$ cat src/rtl/w5300_bus_responder.sv
// Purpose: W5300-side responder for the 16-bit async host bus; word register file with IR/IMR and int_n.
// Latency: strobes low before edge N -> data_oe/data_out valid after N+3; write commits on edge R+3 after strobe rise.
// Backpressure: none; the host paces accesses with its strobes, one S_RECOVER cycle separates accesses.
//
// Ports: clk/rst (async active-high); data_in/data_out/data_oe tri-state bus halves; addr (byte, bit 0 ignored);
//        cs_n/rd_n/we_n host strobes (async); int_n interrupt; irq_set local IR sources;
//        wr_valid/wr_addr/wr_data one-cycle commit notification.
// Optional feature: define W5300_RESP_IDR_EN to make byte address 0x3FE a read-only ID register (0x5300).
module w5300_bus_responder #(
    parameter int CLK_FREQ = 100,
    parameter int ADDR_W   = 6
) (
    input  logic        clk,
    input  logic        rst,
    input  logic [15:0] data_in,
    output logic [15:0] data_out,
    output logic        data_oe,
    input  logic [9:0]  addr,
    input  logic        cs_n,
    input  logic        rd_n,
    input  logic        we_n,
    output logic        int_n,
    input  logic [7:0]  irq_set,
    output logic        wr_valid,
    output logic [9:0]  wr_addr,
    output logic [15:0] wr_data
);

    localparam int DEPTH = 1 << ADDR_W;

    // CLK_FREQ is informational; the word index is 9 bits so ADDR_W cannot exceed 9.
    if (ADDR_W < 1 || ADDR_W > 9 || CLK_FREQ < 1) begin : g_param_check
        $error("w5300_bus_responder: unsupported parameter values");
    end

    typedef enum logic [1:0] {
        S_IDLE,
        S_READ,
        S_WRITE,
        S_RECOVER
    } state_t;

    // Synchronizer / alignment stages
    logic        cs_s1_q, cs_s2_q, rd_s1_q, rd_s2_q, we_s1_q, we_s2_q;
    logic [9:0]  addr_s1_q, addr_s2_q;
    logic [15:0] din_s1_q, din_s2_q;

    state_t      state_q, state_d;
    logic        oe_q, oe_d;
    logic [15:0] data_out_q, data_out_d;
    logic [9:0]  hold_addr_q, hold_addr_d;
    logic [15:0] hold_data_q, hold_data_d;
    logic        commit_q, commit_d;
    logic        wr_valid_q, wr_valid_d;
    logic [9:0]  wr_addr_q, wr_addr_d;
    logic [15:0] wr_data_q, wr_data_d;
    logic [7:0]  ir_q, ir_d;
    logic [7:0]  imr_q, imr_d;
    logic        int_n_q, int_n_d;
    logic [15:0] mem_q [DEPTH];
    logic [15:0] mem_d [DEPTH];

    logic        acc_rd, acc_wr;
    logic [8:0]  rd_idx, wr_idx;
    logic        rd_in_range, wr_in_range;
    logic [15:0] rd_word;
    logic [7:0]  ir_clr;

    assign acc_rd = ~cs_s2_q & ~rd_s2_q;
    assign acc_wr = ~cs_s2_q & ~we_s2_q;

    assign rd_idx      = addr_s2_q[9:1];
    assign wr_idx      = hold_addr_q[9:1];
    assign rd_in_range = ({1'b0, rd_idx} < 10'(DEPTH));
    assign wr_in_range = ({1'b0, wr_idx} < 10'(DEPTH));

    // Read decode from the aligned address
    always_comb begin
        rd_word = 16'h0000;
`ifdef W5300_RESP_IDR_EN
        if (rd_idx == 9'h1FF) begin
            rd_word = 16'h5300;
        end else
`endif
        if (rd_idx == 9'd1) begin
            rd_word = {8'h00, ir_q};
        end else if (rd_idx == 9'd2) begin
            rd_word = {8'h00, imr_q};
        end else if (rd_in_range) begin
            rd_word = mem_q[rd_idx[ADDR_W-1:0]];
        end
    end

    always_comb begin
        state_d     = state_q;
        oe_d        = oe_q;
        data_out_d  = data_out_q;
        hold_addr_d = hold_addr_q;
        hold_data_d = hold_data_q;
        commit_d    = 1'b0;
        wr_valid_d  = 1'b0;
        wr_addr_d   = wr_addr_q;
        wr_data_d   = wr_data_q;
        imr_d       = imr_q;
        ir_clr      = 8'h00;
        mem_d       = mem_q;

        case (state_q)
            S_IDLE: begin
                if (acc_wr) begin
                    state_d = S_WRITE;
                end else if (acc_rd) begin
                    state_d = S_READ;
                end
            end
            S_READ: begin
                // oe_q is always clear on the entry cycle, so it marks the one-shot load.
                if (!oe_q) begin
                    data_out_d = rd_word;
                end
                if (acc_rd) begin
                    oe_d = 1'b1;
                end else begin
                    oe_d    = 1'b0;
                    state_d = S_RECOVER;
                end
            end
            S_WRITE: begin
                // Only samples taken while both strobes were low may be committed.
                if (acc_wr) begin
                    hold_addr_d = addr_s2_q;
                    hold_data_d = din_s2_q;
                end else begin
                    commit_d = 1'b1;
                    state_d  = S_RECOVER;
                end
            end
            default: begin
                state_d = S_IDLE;
            end
        endcase

        // Commit lands on the S_RECOVER -> S_IDLE edge, i.e. R+3 after the strobe rise.
        if (commit_q) begin
            wr_valid_d = 1'b1;
            wr_addr_d  = hold_addr_q;
            wr_data_d  = hold_data_q;
`ifdef W5300_RESP_IDR_EN
            if (wr_idx == 9'h1FF) begin
                // read-only ID: write discarded
            end else
`endif
            if (wr_idx == 9'd1) begin
                ir_clr = hold_data_q[7:0];
            end else if (wr_idx == 9'd2) begin
                imr_d = hold_data_q[7:0];
            end else if (wr_in_range) begin
                mem_d[wr_idx[ADDR_W-1:0]] = hold_data_q;
            end
        end

        // Set after clear so a coincident irq_set pulse wins over write-1-to-clear.
        ir_d    = (ir_q & ~ir_clr) | irq_set;
        int_n_d = ~|(ir_q & imr_q);
    end

    always_ff @(posedge clk or posedge rst) begin
        if (rst) begin
            cs_s1_q     <= 1'b1;
            cs_s2_q     <= 1'b1;
            rd_s1_q     <= 1'b1;
            rd_s2_q     <= 1'b1;
            we_s1_q     <= 1'b1;
            we_s2_q     <= 1'b1;
            addr_s1_q   <= '0;
            addr_s2_q   <= '0;
            din_s1_q    <= '0;
            din_s2_q    <= '0;
            state_q     <= S_IDLE;
            oe_q        <= 1'b0;
            data_out_q  <= '0;
            hold_addr_q <= '0;
            hold_data_q <= '0;
            commit_q    <= 1'b0;
            wr_valid_q  <= 1'b0;
            wr_addr_q   <= '0;
            wr_data_q   <= '0;
            ir_q        <= '0;
            imr_q       <= '0;
            int_n_q     <= 1'b1;
            for (int i = 0; i < DEPTH; i++) begin
                mem_q[i] <= '0;
            end
        end else begin
            cs_s1_q     <= cs_n;
            cs_s2_q     <= cs_s1_q;
            rd_s1_q     <= rd_n;
            rd_s2_q     <= rd_s1_q;
            we_s1_q     <= we_n;
            we_s2_q     <= we_s1_q;
            addr_s1_q   <= addr;
            addr_s2_q   <= addr_s1_q;
            din_s1_q    <= data_in;
            din_s2_q    <= din_s1_q;
            state_q     <= state_d;
            oe_q        <= oe_d;
            data_out_q  <= data_out_d;
            hold_addr_q <= hold_addr_d;
            hold_data_q <= hold_data_d;
            commit_q    <= commit_d;
            wr_valid_q  <= wr_valid_d;
            wr_addr_q   <= wr_addr_d;
            wr_data_q   <= wr_data_d;
            ir_q        <= ir_d;
            imr_q       <= imr_d;
            int_n_q     <= int_n_d;
            mem_q       <= mem_d;
        end
    end

    // Raw-pin gating releases the bus as soon as the host lets go, without waiting on the synchronizer.
    assign data_oe  = oe_q & ~cs_n & ~rd_n;
    assign data_out = data_out_q;
    assign int_n    = int_n_q;
    assign wr_valid = wr_valid_q;
    assign wr_addr  = wr_addr_q;
    assign wr_data  = wr_data_q;

endmodule

$ cat config.mk
export PLATFORM = sky130hd
export DESIGN_NAME = w5300_bus_responder
export DESIGN_NICKNAME = d
export VERILOG_FILES = /design/src/rtl/w5300_bus_responder.sv
export SDC_FILE = /design/constraint.sdc
export NUM_CORES = 2
export LEC_CHECK = 0
export CAP_MARGIN = 20
export CORE_MARGIN = 2
export CORE_UTILIZATION = 60
export CTS_CLUSTER_DIAMETER = 200
export CTS_CLUSTER_SIZE = 8
export DETAILED_ROUTE_END_ITERATION = 8
export GPL_ROUTABILITY_DRIVEN = 0
export MAX_ROUTING_LAYER = met4
export PLACE_DENSITY = 0.74
export SLEW_MARGIN = 20
export SYNTH_ARGS = -nofsm -noshare
export SYNTH_HDL_FRONTEND = slang
export SYNTH_SLANG_ARGS = --single-unit
$ cat constraint.sdc
create_clock -name clk -period 71.6 [get_ports clk]
set_input_delay 21.48 -clock clk [delete_from_list [all_inputs] [get_ports clk]]
set_output_delay 21.48 -clock clk [all_outputs]
set_load 0.05 [all_outputs]
==> summary.md <==
| Metric | Value |
|---|---|
| Outcome | completed |
| # rows | 107 |
| Reg2reg setup slack | 67.33 ns |
| Die area | 88,200 um^2 |
| Register area | 29,400 um^2 |
| Most used flip-flop cell after synthesis | dfrtp_1 |
| Placed Cells incl. Taps | 4,302 |
| Ys async rst share | 100% |
| Final TNS setup | 0 ns |
| Seq cells post-synth | 1,172 |
| Reg2reg start | addr_s2_q[1] |
| CP Max Fanout | 2 |
| Syn Inst Count | 3,314 |
| Main combinational cell family by area after synthesis | multiplexers |
| Wire length per cell | 30.7 um |
| Clk_skew | 0.0277 ns |
| Commonest non-fill, non-tap cell in the layout | dfrtp_1 |
| Post-detail-place hpwl | 84,400 um |
| GR Overflow Total | 0 |
| Detailed Route Iter0 Violations | 2,775 |
| Post-DRT Antenna Nets | 0 |
| Area of the core | 85,100 um^2 |
| CTS max path bufs | 3 |
| Top Ports | 84 |
| Gr usage total | 33.2% |
| CP arrival | 22.98 ns |
| Pre-antenna DRT Iters | 5 |
| NumNets Final | 3,367 |
| Kind of critical path | primary input to output port |
| Synthesized area | 51,500 um^2 |
| First-pass GRT wire length | 210,000 um |
| Sequential area share after synthesis | 57.0% |
| Vias per cell | 6.66 |
| Maximum clock frequency | 22.5 MHz |
| Final setup vio count | 0 |
| Post-route clock period utilization | 62.1% |
| Cts hold-fix bufs | 0 |
| Synth Area in Simple Gates | 1.96% |
| Critical Path Start | cs_n |
| Cts repair resizes | 0 |
| Worst-path clk slew | 0.05 ns |
| Min Tclk post-route | 44.46 ns |
| RSZ-0062 raised after global routing | no |
| Critical Path Sink | data_oe |
| Port Buffers | 83 |
| Vias in the first global route | 32,200 |
| Number of synthesized flops with an enable pin | 0 |
| Placement Cell Area | 53,200 um^2 |
| Worst-margin pin slew | 1.20 ns |
| Num CTS Buffers | 164 |
| Area of the multi-input gates | 20,800 um^2 |
| Fin area | 57,700 um^2 |
| Worst ir drop on vdd | 0.0000324 V |
| Fin. max-slew vios | 0 |
| Largest net degree at the start of global routing | 165 |
| Starting Density | 60.5% |
| Clk_lat worst skew | 0.76 ns |
| FILL cells | 5,703 |
| Netlist cell types | 53 |
| Chip width | 297 um |
| MaxCap Viol Count | 0 |
| Final Hold Fails | 0 |
| Register-to-Register Path Depth | 7 |
| Root Buffer | clkbuf_16 |
| Yosys Warn Count | 0 |
| Vias post-DR | 30,100 |
| Residual DRC | 0 |
| CP startpoint kind | primary input |
| Synthesized area per cell | 15.5 um^2 |
| Syn nets | 3,357 |
| Synth Area in Compound Gates | 2.77% |
| Leakage | 27.6 nW |
| H-tree depth | 4 |
| Post-Layout Cell Count | 4,515 |
| Final Power | 1.84 mW |
| Synth Area in XOR/XNOR | 0% |
| Sink Count | 1,172 |
| Most frequent cells in the layout | dfrtp_1, mux2_2, mux4_2 |
| Post-synthesis mux area share | 35.4% |
| Power Density | 32.0 nW/um^2 |
| Post-synthesis adder-cell area fraction | 0.0972% |
| Relative slew slack | 19.9% |
| Die height | 297 um |
| Final wirelength | 139,000 um |
| CTS tree | done |
| Reg2reg end | data_out[8] |
| Initial antenna violation count | 7 |
| Post-CTS setup buffer count | 0 |
| Share of cells above drive strength 1 | 48.4% |
| CP Capture Type | output port |
| Area Overhead vs Synth | 12.0% |
| Crit path required time | 50.12 ns |
| Worst min path class | flop to flop |
==> metal layers <==
metal	routed length (um)	track usage [%]	up-vias
li1	-	-	12200
met2	66800	50.8	1158
met5	0	-	-
met1	57400	44.9	16400
met4	4890	11.6	0
met3	9660	6.39	298
==> report_power, final <==
part / switching, mW / total, mW / leakage, nW / internal, mW
Combinational: 0.210 / 0.335 / 9.38 / 0.125
Clock: 0.280 / 0.694 / 2.17 / 0.414
Sequential: 0.0741 / 0.814 / 16.0 / 0.740
==> worst max-delay path, cell delays in order <==
cell and delay (ns):
clkdlybuf4s50_1 0.43, nor3b_1 0.23, clkdlybuf4s50_1 0.84
==> synth_stat cells, types with 2 or more instances <==
cell type | instances | area, um^2
dfrtp_1 | 1165 | 29200
mux2_2 | 1085 | 12200
mux4_2 | 226 | 5090
clkbuf_1 | 211 | 792
mux2i_1 | 93 | 931
buf_2 | 74 | 370
nand2_1 | 65 | 244
nor2_1 | 62 | 233
a22oi_1 | 24 | 180
buf_1 | 20 | 75.1
buf_4 | 20 | 150
a21oi_1 | 19 | 95.1
nand3_1 | 18 | 90.1
o221ai_1 | 18 | 158
a211oi_1 | 17 | 128
o211ai_1 | 15 | 113
a221oi_1 | 14 | 123
o22ai_1 | 13 | 81.3
o21ai_0 | 11 | 55.1
a21o_1 | 10 | 75.1
a211o_1 | 9 | 78.8
a221o_1 | 9 | 90.1
nand4_1 | 9 | 56.3
and2_1 | 8 | 50.1
nor2b_1 | 8 | 50.1
o22a_1 | 8 | 70.1
a22o_1 | 7 | 61.3
dfstp_2 | 7 | 184
inv_1 | 7 | 26.3
nor3b_1 | 6 | 45.0
and3_1 | 5 | 31.3
nand2b_1 | 5 | 31.3
nand3b_1 | 5 | 37.5
nor3_1 | 5 | 25.0
or3_1 | 5 | 31.3
ha_1 | 4 | 50.1
a31oi_1 | 3 | 18.8
a32oi_1 | 3 | 26.3
o2111ai_1 | 3 | 26.3
and3b_1 | 2 | 17.5
buf_6 | 2 | 22.5
or2_2 | 2 | 12.5
or3b_2 | 2 | 17.5
==> state kept, by name, indices dropped and copies added (netlist names), 2 cells and up <==
name	flops
data_out	16
wr_addr	10
hold_addr_q	10
ir_q	8
state_q	2
hold_data_q	16
din_s1_q	16
wr_data	16
din_s2_q	16
imr_q	8
addr_s1_q	10
addr_s2_q	10
mem_q	1024
==> through the flow <==
stage	setup slack (ns)	util, %	hold slack [ns]
CTS	27.11	67.7	0.340
floorplan	17.12	-	0.331
detailed placement	27.11	62.4	0.338
finish	27.14	67.7	0.329
global placement	27.16	62.4	0.332
global route	27.05	67.7	0.345
==> kinds of logic after synthesis <==
group,count (synthesis)
AO/OA/AOI/OAI,188
adder cells (fa/ha/maj),4
buffers and inverters,334
flip-flops,1172
multiplexers,1404
AND/OR/NAND/NOR,212
==> final cells by class <==
type                       count  area share (%)
inverter                       7          0.0586
tap                         1144            2.48
clock buffer                 192            7.30
sequential                  1172            50.9
clock inverter                16           0.451
multi-input combinational   1808            36.0
antenna                        5          0.0217
timing repair buffer         171            2.72
==> how the worst min path moves through the flow <==
stage / startpoint / to / slack (ns) / cells after the start
after floorplan: addr_s1_q[0] / addr_s2_q[0] / 0.33 / 0
after global placement: din_s1_q[8] / din_s2_q[8] / 0.33 / 0
after detailed placement: din_s1_q[15] / din_s2_q[15] / 0.34 / 0
after CTS: din_s1_q[5] / din_s2_q[5] / 0.34 / 0
after global routing: din_s1_q[11] / din_s2_q[11] / 0.35 / 0
final: din_s1_q[5] / din_s2_q[5] / 0.33 / 0
(Power assumes the default switching activity.)
